**config.mk**
```make
export PLATFORM = sky130hd
export DESIGN_NAME = ws2812_rx
export DESIGN_NICKNAME = d
export VERILOG_FILES = /design/src/rtl/ws2812_pkg.sv /design/src/rtl/ws2812_pulse_meas.sv /design/src/rtl/ws2812_rx.sv
export SDC_FILE = /design/constraint.sdc
export NUM_CORES = 1
export LEC_CHECK = 0
export BUFFER_PORTS_ARGS = -buffer_cell sky130_fd_sc_hd__buf_2
export CAP_MARGIN = 10
export CELL_PAD_IN_SITES_DETAIL_PLACEMENT = 1
export CELL_PAD_IN_SITES_GLOBAL_PLACEMENT = 1
export CORE_MARGIN = 10
export CORE_UTILIZATION = 45
export CTS_CLUSTER_SIZE = 8
export DETAILED_ROUTE_END_ITERATION = 10
export GPL_TIMING_DRIVEN = 0
export PLACE_DENSITY = 0.87
export SETUP_SLACK_MARGIN = 0.5
export SLEW_MARGIN = 20
export SYNTH_ARGS = -nofsm -noshare
export SYNTH_HDL_FRONTEND = slang
export SYNTH_SLANG_ARGS = --single-unit
```
**constraint.sdc**
```tcl
create_clock -name sys_clk -period 4.55 [get_ports sys_clk]
set_clock_uncertainty 0.1 [all_clocks]
set_input_delay 0.91 -clock sys_clk [delete_from_list [all_inputs] [get_ports sys_clk]]
set_output_delay 0.91 -clock sys_clk [all_outputs]
set_load 0.02 [all_outputs]
```
**src/rtl/ws2812_pkg.sv**
```systemverilog
// Shared WS2812 definitions: timing defaults, FSM state encoding and GRB word layout.
// Used by both the receiver and the transmitter.
package ws2812_pkg;

    localparam int unsigned T_MIN_HI_DEF = 8;
    localparam int unsigned T_THRESH_DEF = 30;
    localparam int unsigned T_MAX_HI_DEF = 55;
    localparam int unsigned T_RESET_DEF  = 2500;

    localparam int unsigned PIX_BITS = 24;
    localparam int unsigned MAX_PIX  = 64;

    // GRB wire order, MSB first: G occupies the top byte
    localparam int unsigned G_LSB = 16;
    localparam int unsigned R_LSB = 8;
    localparam int unsigned B_LSB = 0;

    typedef enum logic [1:0] {
        SYNC = 2'd0,
        IDLE = 2'd1,
        HIGH = 2'd2,
        LOW  = 2'd3
    } rx_state_t;

    typedef logic [PIX_BITS-1:0] grb_word_t;

    typedef struct packed {
        logic [7:0] r;
        logic [7:0] g;
        logic [7:0] b;
    } rgb_t;

    function automatic rgb_t grb_unpack(grb_word_t w);
        rgb_t c;
        c.g = w[G_LSB +: 8];
        c.r = w[R_LSB +: 8];
        c.b = w[B_LSB +: 8];
        return c;
    endfunction

    function automatic int unsigned cnt_width(int unsigned max_val);
        return (max_val < 2) ? 1 : $clog2(max_val + 1);
    endfunction

endpackage

```
**src/rtl/ws2812_pulse_meas.sv**
```systemverilog
// Line conditioning for the WS2812 receiver: 2-flop synchronizer, edge detect,
// and consecutive high/low cycle counters.
module ws2812_pulse_meas
    import ws2812_pkg::*;
#(
    parameter int unsigned T_MAX_HI = T_MAX_HI_DEF,
    parameter int unsigned T_RESET  = T_RESET_DEF,
    localparam int unsigned HW = cnt_width(T_MAX_HI + 1),
    localparam int unsigned LW = cnt_width(T_RESET)
) (
    input  logic          sys_clk,
    input  logic          sys_rst_n,
    input  logic          led_din,
    output logic          rise,
    output logic          fall,
    output logic          too_long,
    output logic          lo_reset,
    output logic [HW-1:0] hi_cnt
);

    localparam logic [HW-1:0] HI_SAT  = HW'(T_MAX_HI + 1);
    localparam logic [HW-1:0] HI_MAX  = HW'(T_MAX_HI);
    localparam logic [LW-1:0] LO_SAT  = LW'(T_RESET);
    localparam logic [LW-1:0] LO_LAST = LW'(T_RESET - 1);

    logic [1:0]    sync_q;
    logic          din_s;
    logic          din_d;
    logic [LW-1:0] lo_cnt;

    assign din_s = sync_q[1];

    // hi_cnt counts completed high cycles and holds its value through the low
    // phase, so on the falling-edge cycle it equals the full pulse length.
    always_ff @(posedge sys_clk or negedge sys_rst_n) begin
        if (!sys_rst_n) begin
            sync_q <= '0;
            din_d  <= 1'b0;
            hi_cnt <= '0;
            lo_cnt <= '0;
        end else begin
            sync_q <= {sync_q[0], led_din};
            din_d  <= din_s;
            if (din_s) begin
                lo_cnt <= '0;
                if (!din_d) begin
                    hi_cnt <= HW'(1);
                end else if (hi_cnt != HI_SAT) begin
                    hi_cnt <= hi_cnt + 1'b1;
                end
            end else if (lo_cnt != LO_SAT) begin
                lo_cnt <= lo_cnt + 1'b1;
            end
        end
    end

    assign rise     = din_s & ~din_d;
    assign fall     = ~din_s & din_d;
    assign too_long = din_s & din_d & (hi_cnt >= HI_MAX);
    // lo_cnt saturates, so this fires once per low run of T_RESET cycles
    assign lo_reset = ~din_s & (lo_cnt == LO_LAST);

endmodule

```
**src/rtl/ws2812_rx.sv**
```systemverilog
// WS2812 serial receiver: decodes GRB pixels, frame boundaries and protocol errors.
// Optional feature: define WS2812_RX_ERR_CNT_EN to add the saturating err_cnt output.
module ws2812_rx
    import ws2812_pkg::*;
#(
    parameter int unsigned T_MIN_HI = T_MIN_HI_DEF,
    parameter int unsigned T_THRESH = T_THRESH_DEF,
    parameter int unsigned T_MAX_HI = T_MAX_HI_DEF,
    parameter int unsigned T_RESET  = T_RESET_DEF
) (
    input  logic       sys_clk,
    input  logic       sys_rst_n,
    input  logic       led_din,
    output logic       pix_valid,
    output logic [7:0] data_r,
    output logic [7:0] data_g,
    output logic [7:0] data_b,
    output logic [5:0] pix_idx,
    output logic       frame_done,
    output logic       err
`ifdef WS2812_RX_ERR_CNT_EN
    ,
    output logic [7:0] err_cnt
`endif
);

    localparam int unsigned HW = cnt_width(T_MAX_HI + 1);
    localparam logic [HW-1:0] MIN_HI    = HW'(T_MIN_HI);
    localparam logic [HW-1:0] THRESH    = HW'(T_THRESH);
    localparam logic [4:0]    LAST_BIT  = 5'(PIX_BITS - 1);
    localparam logic [6:0]    PIX_LIMIT = 7'(MAX_PIX);

    logic          rise;
    logic          fall;
    logic          too_long;
    logic          lo_reset;
    logic [HW-1:0] hi_cnt;

    ws2812_pulse_meas #(
        .T_MAX_HI (T_MAX_HI),
        .T_RESET  (T_RESET)
    ) u_meas (
        .sys_clk   (sys_clk),
        .sys_rst_n (sys_rst_n),
        .led_din   (led_din),
        .rise      (rise),
        .fall      (fall),
        .too_long  (too_long),
        .lo_reset  (lo_reset),
        .hi_cnt    (hi_cnt)
    );

    rx_state_t state_q;
    rx_state_t state_d;

    logic            bit_take;
    logic            tim_err;
    logic            eof;
    logic            sync_exit;
    logic            err_set;
    logic            bit_val;
    logic            last_bit;
    grb_word_t       word_next;
    rgb_t            pix_rgb;

    logic [PIX_BITS-2:0] shreg;
    logic [4:0]          bit_cnt;
    logic [6:0]          pix_cnt;
    logic                got_bit;

    always_ff @(posedge sys_clk or negedge sys_rst_n) begin
        if (!sys_rst_n) begin
            state_q <= SYNC;
        end else begin
            state_q <= state_d;
        end
    end

    always_comb begin
        state_d   = state_q;
        bit_take  = 1'b0;
        tim_err   = 1'b0;
        eof       = 1'b0;
        sync_exit = 1'b0;
        case (state_q)
            SYNC: begin
                if (lo_reset) begin
                    state_d   = IDLE;
                    sync_exit = 1'b1;
                end
            end
            IDLE: begin
                if (rise) state_d = HIGH;
            end
            HIGH: begin
                if (too_long) begin
                    tim_err = 1'b1;
                    state_d = SYNC;
                end else if (fall) begin
                    if (hi_cnt < MIN_HI) begin
                        tim_err = 1'b1;
                        state_d = SYNC;
                    end else begin
                        bit_take = 1'b1;
                        state_d  = LOW;
                    end
                end
            end
            LOW: begin
                if (rise) begin
                    state_d = HIGH;
                end else if (lo_reset) begin
                    eof     = 1'b1;
                    state_d = IDLE;
                end
            end
            default: state_d = SYNC;
        endcase
    end

    assign bit_val   = (hi_cnt >= THRESH);
    assign last_bit  = (bit_cnt == LAST_BIT);
    assign word_next = {shreg, bit_val};
    assign pix_rgb   = grb_unpack(word_next);
    assign err_set   = tim_err
                     | (eof & (bit_cnt != 5'd0))
                     | (bit_take & last_bit & (pix_cnt == PIX_LIMIT));

    // pix_cnt runs to PIX_LIMIT+1 so only the first overflow pixel raises err
    always_ff @(posedge sys_clk or negedge sys_rst_n) begin
        if (!sys_rst_n) begin
            pix_valid  <= 1'b0;
            frame_done <= 1'b0;
            err        <= 1'b0;
            data_r     <= '0;
            data_g     <= '0;
            data_b     <= '0;
            pix_idx    <= '0;
            shreg      <= '0;
            bit_cnt    <= '0;
            pix_cnt    <= '0;
            got_bit    <= 1'b0;
        end else begin
            pix_valid  <= 1'b0;
            frame_done <= 1'b0;
            err        <= err_set;
            if (bit_take) begin
                shreg   <= word_next[PIX_BITS-2:0];
                got_bit <= 1'b1;
                if (last_bit) begin
                    bit_cnt <= '0;
                    if (pix_cnt < PIX_LIMIT) begin
                        data_r    <= pix_rgb.r;
                        data_g    <= pix_rgb.g;
                        data_b    <= pix_rgb.b;
                        pix_idx   <= pix_cnt[5:0];
                        pix_valid <= 1'b1;
                        pix_cnt   <= pix_cnt + 1'b1;
                    end else if (pix_cnt == PIX_LIMIT) begin
                        pix_cnt <= PIX_LIMIT + 7'd1;
                    end
                end else begin
                    bit_cnt <= bit_cnt + 1'b1;
                end
            end
            if (tim_err) begin
                bit_cnt <= '0;
            end
            if (eof) begin
                frame_done <= got_bit;
                bit_cnt    <= '0;
                pix_cnt    <= '0;
                got_bit    <= 1'b0;
            end
            if (sync_exit) begin
                bit_cnt <= '0;
                pix_cnt <= '0;
                got_bit <= 1'b0;
            end
        end
    end

`ifdef WS2812_RX_ERR_CNT_EN
    always_ff @(posedge sys_clk or negedge sys_rst_n) begin
        if (!sys_rst_n) begin
            err_cnt <= '0;
        end else if (err_set && (err_cnt != 8'hFF)) begin
            err_cnt <= err_cnt + 1'b1;
        end
    end
`endif

endmodule

```
* After elaboration in Yosys (flattened, before gate mapping)
Cells that the tools add are included.
Widths: inputs -> output; s select.
** Word-level totals
- Input port bits :: 3
- Bits in registers :: 92
- Logic and storage cells :: 99
** Operators by class
- Equal/unequal tests :: 11
- Muxes and demuxes :: 41
- Order comparisons :: 4
- $add $sub $neg :: 4
- Bitwise operators :: 12
- Reduce and logical (&&, ||, !) cells :: 11
** Operators with widths (count)
- $mux 7 :: 6
- $mux 5 :: 5
- $mux 12 :: 2
- $mux 1 :: 19
- $add 12x1->12 const B :: 1
- $eq 12x12->1 const B :: 1
- $mux 2 :: 6
- $mux 6 :: 2
- $ne 12x12->1 const B :: 1
- $and 1x1->1 :: 8
- $pmux 2 s4 :: 1
- $reduce_bool 4->1 :: 2
- $add 7x1->7 const B :: 1
- $eq 7x7->1 const B :: 1
- $lt 7x7->1 const B :: 1
- $add 6x1->6 const B :: 1
- $ge 6x5->1 const B :: 1
- $ge 6x6->1 const B :: 1
- $lt 6x4->1 const B :: 1
- $ne 6x6->1 const B :: 1
- $reduce_and 3->1 :: 2
- $reduce_bool 3->1 :: 2
- $add 5x1->5 const B :: 1
- $eq 5x5->1 const B :: 1
- 10 further kinds :: 15

* Logic depth before layout (Yosys ltp)
- Depth in word-level cells :: 9
- Depth in mapped cells :: 7
- Depth with buffers taken out :: 7

* Hierarchy
A second synthesis with hierarchy kept.
** Unflattened totals
- Cells, all modules :: 446
- Area total of the unflattened synthesis :: 4177.8 sq um
** By module, submodules not included
- ws2812_rx :: instances 1, cells each 322, seq. area each 1776.7 sq um, area an instance 2962.8 sq um
- ws2812_pulse_meas :: instances 1, cells each 124, seq. area each 525.5 sq um, area an instance 1214.9 sq um

* Worst setup path after synthesis
OpenSTA, ideal clock, no wires.
- Path type :: register to register
- Start :: register bit_cnt[0]
- End :: register data_b[1]
- Cell stages (with the launch flop) :: 6
- Arrival time :: 1.608 ns
- Slack :: 2.717 ns
- Path buffers :: 1
- Clock period less this slack :: 1.833 ns
- Setup time :: 0.125 ns
- Cells stage by stage :: dfrtp_1 -> ha_1 -> nand4b_1 -> nor3_4 -> buf_4 -> mux2_2
** Between the ends
- Cells in the longest elaborated chain, start to end :: 2
** RTL lines
- start, declared :: RTL line ws2812_rx.sv:67 : logic [4:0] bit_cnt;
- start signal, assigned :: RTL line ws2812_rx.sv:163 : bit_cnt <= bit_cnt + 1'b1;
- $eq 5x5->1 :: RTL line ws2812_rx.sv:122 : assign last_bit = (bit_cnt == LAST_BIT);
- $reduce_and 3->1 (no line)
- end signal, assigned :: RTL line ws2812_rx.sv:155 : data_b <= pix_rgb.b;
- end, declared :: RTL line ws2812_rx.sv:17 : output logic [7:0] data_b,
No other way between the ends.
A chain may end at the register's enable or synchronous reset.

* Worst setup path in the final report
- Start :: register u_meas.lo_cnt[0]
- End :: register bit_cnt[3]
** Between the ends
- Cells in the longest elaborated chain, start to end :: 7
- Elaborated cells between the ends (all ways) :: 9
** RTL lines
- start, declared :: RTL line ws2812_pulse_meas.sv:29 : logic [LW-1:0] lo_cnt;
- start signal, assigned :: RTL line ws2812_pulse_meas.sv:52 : lo_cnt <= lo_cnt + 1'b1;
- $eq 12x12->1 (*) :: RTL line ws2812_pulse_meas.sv:61 : assign lo_reset = ~din_s & (lo_cnt == LO_LAST);
- $and 1x1->1 (*) :: RTL line ws2812_pulse_meas.sv:61
- $mux 1 (*) :: RTL line ws2812_rx.sv:87, ws2812_rx.sv:112
- $mux 1 :: RTL line ws2812_rx.sv:110 : if (rise) begin
- $mux 1 :: RTL line ws2812_rx.sv:85 : case (state_q)
- $mux 5 :: RTL line ws2812_rx.sv:169 : if (eof) begin
- $mux 5 :: RTL line ws2812_rx.sv:175 : if (sync_exit) begin
Mark *: on every way between the ends. The rest lies on a longest branch, timed or not.

==> impl_results.html <==
<table>
<tr><th>Metric</th><th>Value</th></tr>
<tr><th colspan="2">Status</th></tr>
<tr><td>Outcome</td><td>complete, no violations</td></tr>
<tr><th colspan="2">Timing</th></tr>
<tr><td>Crit path time final</td><td>2.187 ns</td></tr>
<tr><td>Setup Viol. Count Final</td><td>0</td></tr>
<tr><td>Post-layout worst setup margin</td><td>roughly 2.4 ns</td></tr>
<tr><td>Slew Viols, Final</td><td>0</td></tr>
<tr><td>Final-report hold violation count</td><td>0</td></tr>
<tr><td>Max Fclk</td><td>457.3 MHz</td></tr>
<tr><td>Setup repair after global routing missed its margin</td><td>no</td></tr>
<tr><td>Max-slew headroom at the worst pin</td><td>65.67%</td></tr>
<tr><td>Period utilisation layout</td><td>48.07%</td></tr>
<tr><td>Worst-Margin Slew</td><td>around 0.51 ns</td></tr>
<tr><td>Summed negative setup slack over all endpoints</td><td>0 ns</td></tr>
<tr><th colspan="2">Synthesis</th></tr>
<tr><td>Most used DFF post-synth</td><td>sky130_fd_sc_hd__dfrtp_1</td></tr>
<tr><td>Library cell with the largest summed area after synthesis</td><td>sky130_fd_sc_hd__dfrtp_1</td></tr>
<tr><td>Top cells by instance count after synthesis</td><td>sky130_fd_sc_hd__dfrtp_1 (92), sky130_fd_sc_hd__nand2_1 (88), sky130_fd_sc_hd__mux2_2 (31), sky130_fd_sc_hd__nor2_1 (22), sky130_fd_sc_hd__o21ai_0 (13)</td></tr>
<tr><td>Synthesized netlist net count</td><td>388</td></tr>
<tr><td>Cell with the most instances after synthesis</td><td>sky130_fd_sc_hd__dfrtp_1</td></tr>
<tr><td>Unique masters post-synth</td><td>43</td></tr>
<tr><td>Mapped Area</td><td>0.004038 mm²</td></tr>
<tr><td>Count of warnings emitted by yosys</td><td>0</td></tr>
<tr><td>Number of synthesized flops with an enable pin</td><td>0</td></tr>
<tr><td>Portion of the post-synthesis area used by sequential elements</td><td>57.02%</td></tr>
<tr><td>Async set-reset flop share out of synthesis</td><td>100.0%</td></tr>
<tr><td>Mean instance size in the synthesized netlist</td><td>10.74 µm²</td></tr>
<tr><td>Main area contributors after synthesis</td><td>sky130_fd_sc_hd__dfrtp_1 (57%), sky130_fd_sc_hd__mux2_2 (8.6%), sky130_fd_sc_hd__nand2_1 (8.2%)</td></tr>
<tr><td>Portion of synthesized cell area occupied by the leading cell type</td><td>57.02%</td></tr>
<tr><td>Synth Instances</td><td>376</td></tr>
<tr><td>Yosys reg bits</td><td>92</td></tr>
<tr><th colspan="2">GRT</th></tr>
<tr><td>Remaining global-route overflow</td><td>0</td></tr>
<tr><td>Total routing resource utilization after global routing</td><td>14.75%</td></tr>
<tr><td>First-pass GRT wire length</td><td>between 15000 and 20000 µm</td></tr>
<tr><td>Maximum number of pins on one net before global-route repair</td><td>82</td></tr>
<tr><td>Via count of the first global-routing pass</td><td>3170</td></tr>
<tr><td>Initial antenna violation count</td><td>0</td></tr>
<tr><th colspan="2">Run</th></tr>
<tr><td>Max-cap violations</td><td>0</td></tr>
<tr><th colspan="2">Clock tree</th></tr>
<tr><td>Number of buffers created by CTS</td><td>9</td></tr>
<tr><td>Number of gates given a new drive strength after cts</td><td>0</td></tr>
<tr><td>CTS Hold Buffers Added</td><td>0</td></tr>
<tr><td>Clock tree from TritonCTS</td><td>done</td></tr>
<tr><td>Register clock-pin slew on the reported worst setup and hold paths</td><td>approximately 0.10 ns</td></tr>
<tr><td>Post-CTS setup buffer count</td><td>0</td></tr>
<tr><td>CTS H-Tree Depth</td><td>3</td></tr>
<tr><td>Bufs on Longest Clock Path</td><td>2</td></tr>
<tr><td>Clk sinks</td><td>92</td></tr>
<tr><td>Root buffer cell</td><td>sky130_fd_sc_hd__clkbuf_8</td></tr>
<tr><td>Worst-skew pair later-pin latency</td><td>approximately 0.38 ns</td></tr>
<tr><th colspan="2">Detailed routing</th></tr>
<tr><td>Routed wire length</td><td>9187 µm</td></tr>
<tr><td>Remaining number of nets flagged by the antenna check after routing</td><td>0</td></tr>
<tr><td>Overall via count from detail_route</td><td>2906</td></tr>
<tr><td>Routed wire per std cell</td><td>17.17 µm</td></tr>
<tr><td>Number of iterations in the first detailed-routing pass</td><td>4</td></tr>
<tr><td>DR iter-0 viols</td><td>103</td></tr>
<tr><td>Vias per cell</td><td>~5.4</td></tr>
<tr><td>Number of design rule violations left after detail routing</td><td>0</td></tr>
<tr><th colspan="2">Critical path</th></tr>
<tr><td>Classification of the worst setup path</td><td>register to register</td></tr>
<tr><td>Cell count of the worst reg-to-reg path</td><td>6</td></tr>
<tr><td>Slowest cell on the critical path</td><td>sky130_fd_sc_hd__nor2_1</td></tr>
<tr><td>Critical Path AT</td><td>2.35 ns</td></tr>
<tr><td>List of cells traversed by the critical path</td><td>ha_1, nor3b_1, nand4_1, nor2_1, or2_2, o21ai_0</td></tr>
<tr><td>Stage delay of the slowest cell on the critical path</td><td>0.50 ns</td></tr>
<tr><td>Largest fanout on the critical path</td><td>7</td></tr>
<tr><td>Critical path startpoint category</td><td>register</td></tr>
<tr><td>WP data required</td><td>4.71 ns</td></tr>
<tr><td>Critical path endpoint category</td><td>register</td></tr>
<tr><th colspan="2">Layout</th></tr>
<tr><td>Fraction of final layout cells sized beyond drive strength 1</td><td>a little under a quarter</td></tr>
<tr><td>Total area of multi-input combinational cells</td><td>0.001604 mm²</td></tr>
<tr><td>Final std cell area, no fill</td><td>approximately 0.0046 mm²</td></tr>
<tr><td>Count of antenna diodes in the layout</td><td>0</td></tr>
<tr><td>Layout Nets</td><td>around 440</td></tr>
<tr><td>Synthesis-to-layout area growth</td><td>13.39%</td></tr>
<tr><td>Number of fill cells in the layout</td><td>969</td></tr>
<tr><td>Sequential cell area in the final layout</td><td>0.002302 mm²</td></tr>
<tr><th colspan="2">Power and ir drop</th></tr>
<tr><td>PwrDens</td><td>328.3 mW/mm²</td></tr>
<tr><td>Maximum vdd drop</td><td>0.0002003 V</td></tr>
<tr><td>Total leakage power</td><td>2.341 nW</td></tr>
<tr><td>Total Power Consumption</td><td>~1.5 mW</td></tr>
<tr><th colspan="2">Floorplanning</th></tr>
<tr><td>Die outline area</td><td>0.01316 mm²</td></tr>
<tr><td>Width of the die</td><td>114.7 µm</td></tr>
<tr><td>Die Y</td><td>between 100 and 150 µm</td></tr>
<tr><td>Core region area</td><td>0.008721 mm²</td></tr>
<tr><td>Number of placed I/O pins</td><td>36</td></tr>
<tr><td>Rows</td><td>34</td></tr>
<tr><td>Effective utilization at floorplan</td><td>46.30%</td></tr>
<tr><th colspan="2">Placed design</th></tr>
<tr><td>Port Buffers</td><td>35</td></tr>
<tr><td>Area of placed instances</td><td>0.004382 mm²</td></tr>
<tr><td>Placed wire-length estimate</td><td>6537 µm</td></tr>
<tr><td>Post-placement setup slack</td><td>about 2.4 ns</td></tr>
<tr><td>RD Place Congestion</td><td>0.7737</td></tr>
<tr><th colspan="2">Hold path</th></tr>
<tr><td>HP Class</td><td>primary input to async pin</td></tr>
</table>
==> critical path: cells and delay by family, from the launching register on <==
kind                       cells  cell delay [ns]
AOI/OAI and AO/OA              1             0.11
adders and majority gates      1             0.20
DFF                            1             0.42
and+or+nand+nor                4             1.24
==> registers in the layout (all words and copies together), names as in the netlist <==
name and flops:
bit_cnt 5, data_b 8, data_g 8, data_r 8, err 1, frame_done 1, got_bit 1, pix_cnt 7
pix_idx 6, pix_valid 1, shreg 23, state_q 2, u_meas.din_d 1, u_meas.hi_cnt 6, u_meas.lo_cnt 12, u_meas.sync_q 2
==> area by class of cell <==
class | count | share of cell area [%]
tap | 108 | 2.952
timing repair buffer | 36 | 4.564
multi-input combinational | 257 | 35.04
clock inverter | 6 | 1.585
sequential | 92 | 50.29
inverter | 11 | 0.9019
buffer | 16 | 1.968
clock buffer | 9 | 2.706
==> kinds of logic (layout without fill, tap and decap cells) <==
kind of cell               Yosys count  in the layout  synth area share, %
buffers and inverters               27             78                3.254
muxes                               32             32                8.894
DFF                                 92             92                57.02
and+or+nand+nor                    163            163                18.97
adders and majority gates            9              9                2.789
xor gates and xnor gates            14             14                3.037
AOI/OAI and AO/OA                   39             39                6.043
==> cell usage in the layout (no fill, tap or decap), types with 11 or more instances in the layout <==
cell type and n:
sky130_fd_sc_hd__o21ai_0 13, sky130_fd_sc_hd__nor2_1 22, sky130_fd_sc_hd__nand2_1 88, sky130_fd_sc_hd__buf_2 43, sky130_fd_sc_hd__dfrtp_1 92, sky130_fd_sc_hd__mux2_2 31
sky130_fd_sc_hd__xor2_1 11, sky130_fd_sc_hd__inv_1 11
==> stage by stage <==
step / std cells / hold WS, ns / utilization (%)
6_report: 535 / 0.2297 / 52.50
5_1_grt: 535 / 0.2181 / 52.50
4_1_cts: 535 / 0.2237 / 52.50
3_5_place_dp: 520 / 0.2411 / 50.24
3_3_place_gp: 519 / 0.2358 / 49.86
2_1_floorplan: 376 / 0.2312 / -
==> worst paths after layout <==
check | startpoint | endpoint | slack (ns)
worst max-delay path | u_meas.lo_cnt[0] | bit_cnt[3] | 2.36
worst min-delay path | sys_rst_n | data_g[1] | 0.23
worst max register to register | u_meas.lo_cnt[0] | bit_cnt[3] | 2.36
worst min register to register | u_meas.sync_q[0] | u_meas.sync_q[1] | 0.25
max in group asynchronous | sys_rst_n | u_meas.din_d | 3.50
min in group sys_clk | u_meas.sync_q[0] | u_meas.sync_q[1] | 0.25
==> where the power goes <==
part | switching [mW] | internal, mW
registers | 0.0239 | 0.832
clock network | 0.307 | 0.257
logic | 0.0507 | 0.0327
==> layer usage <==
layer / part of all wire [%] / wire length [µm] / vias to the layer above / GRT usage, %
met4: 1.8 / 164 / 0 / 4.950
met1: 42 / 3892 / 1475 / 16.83
met2: 52 / 4803 / 41 / 26.05
li1: - / - / 1373 / -
met3: 3.6 / 327 / 17 / 4.036
met5: 0 / 0 / - / 0
No activity file was read; power rests on OpenSTA's default activity.
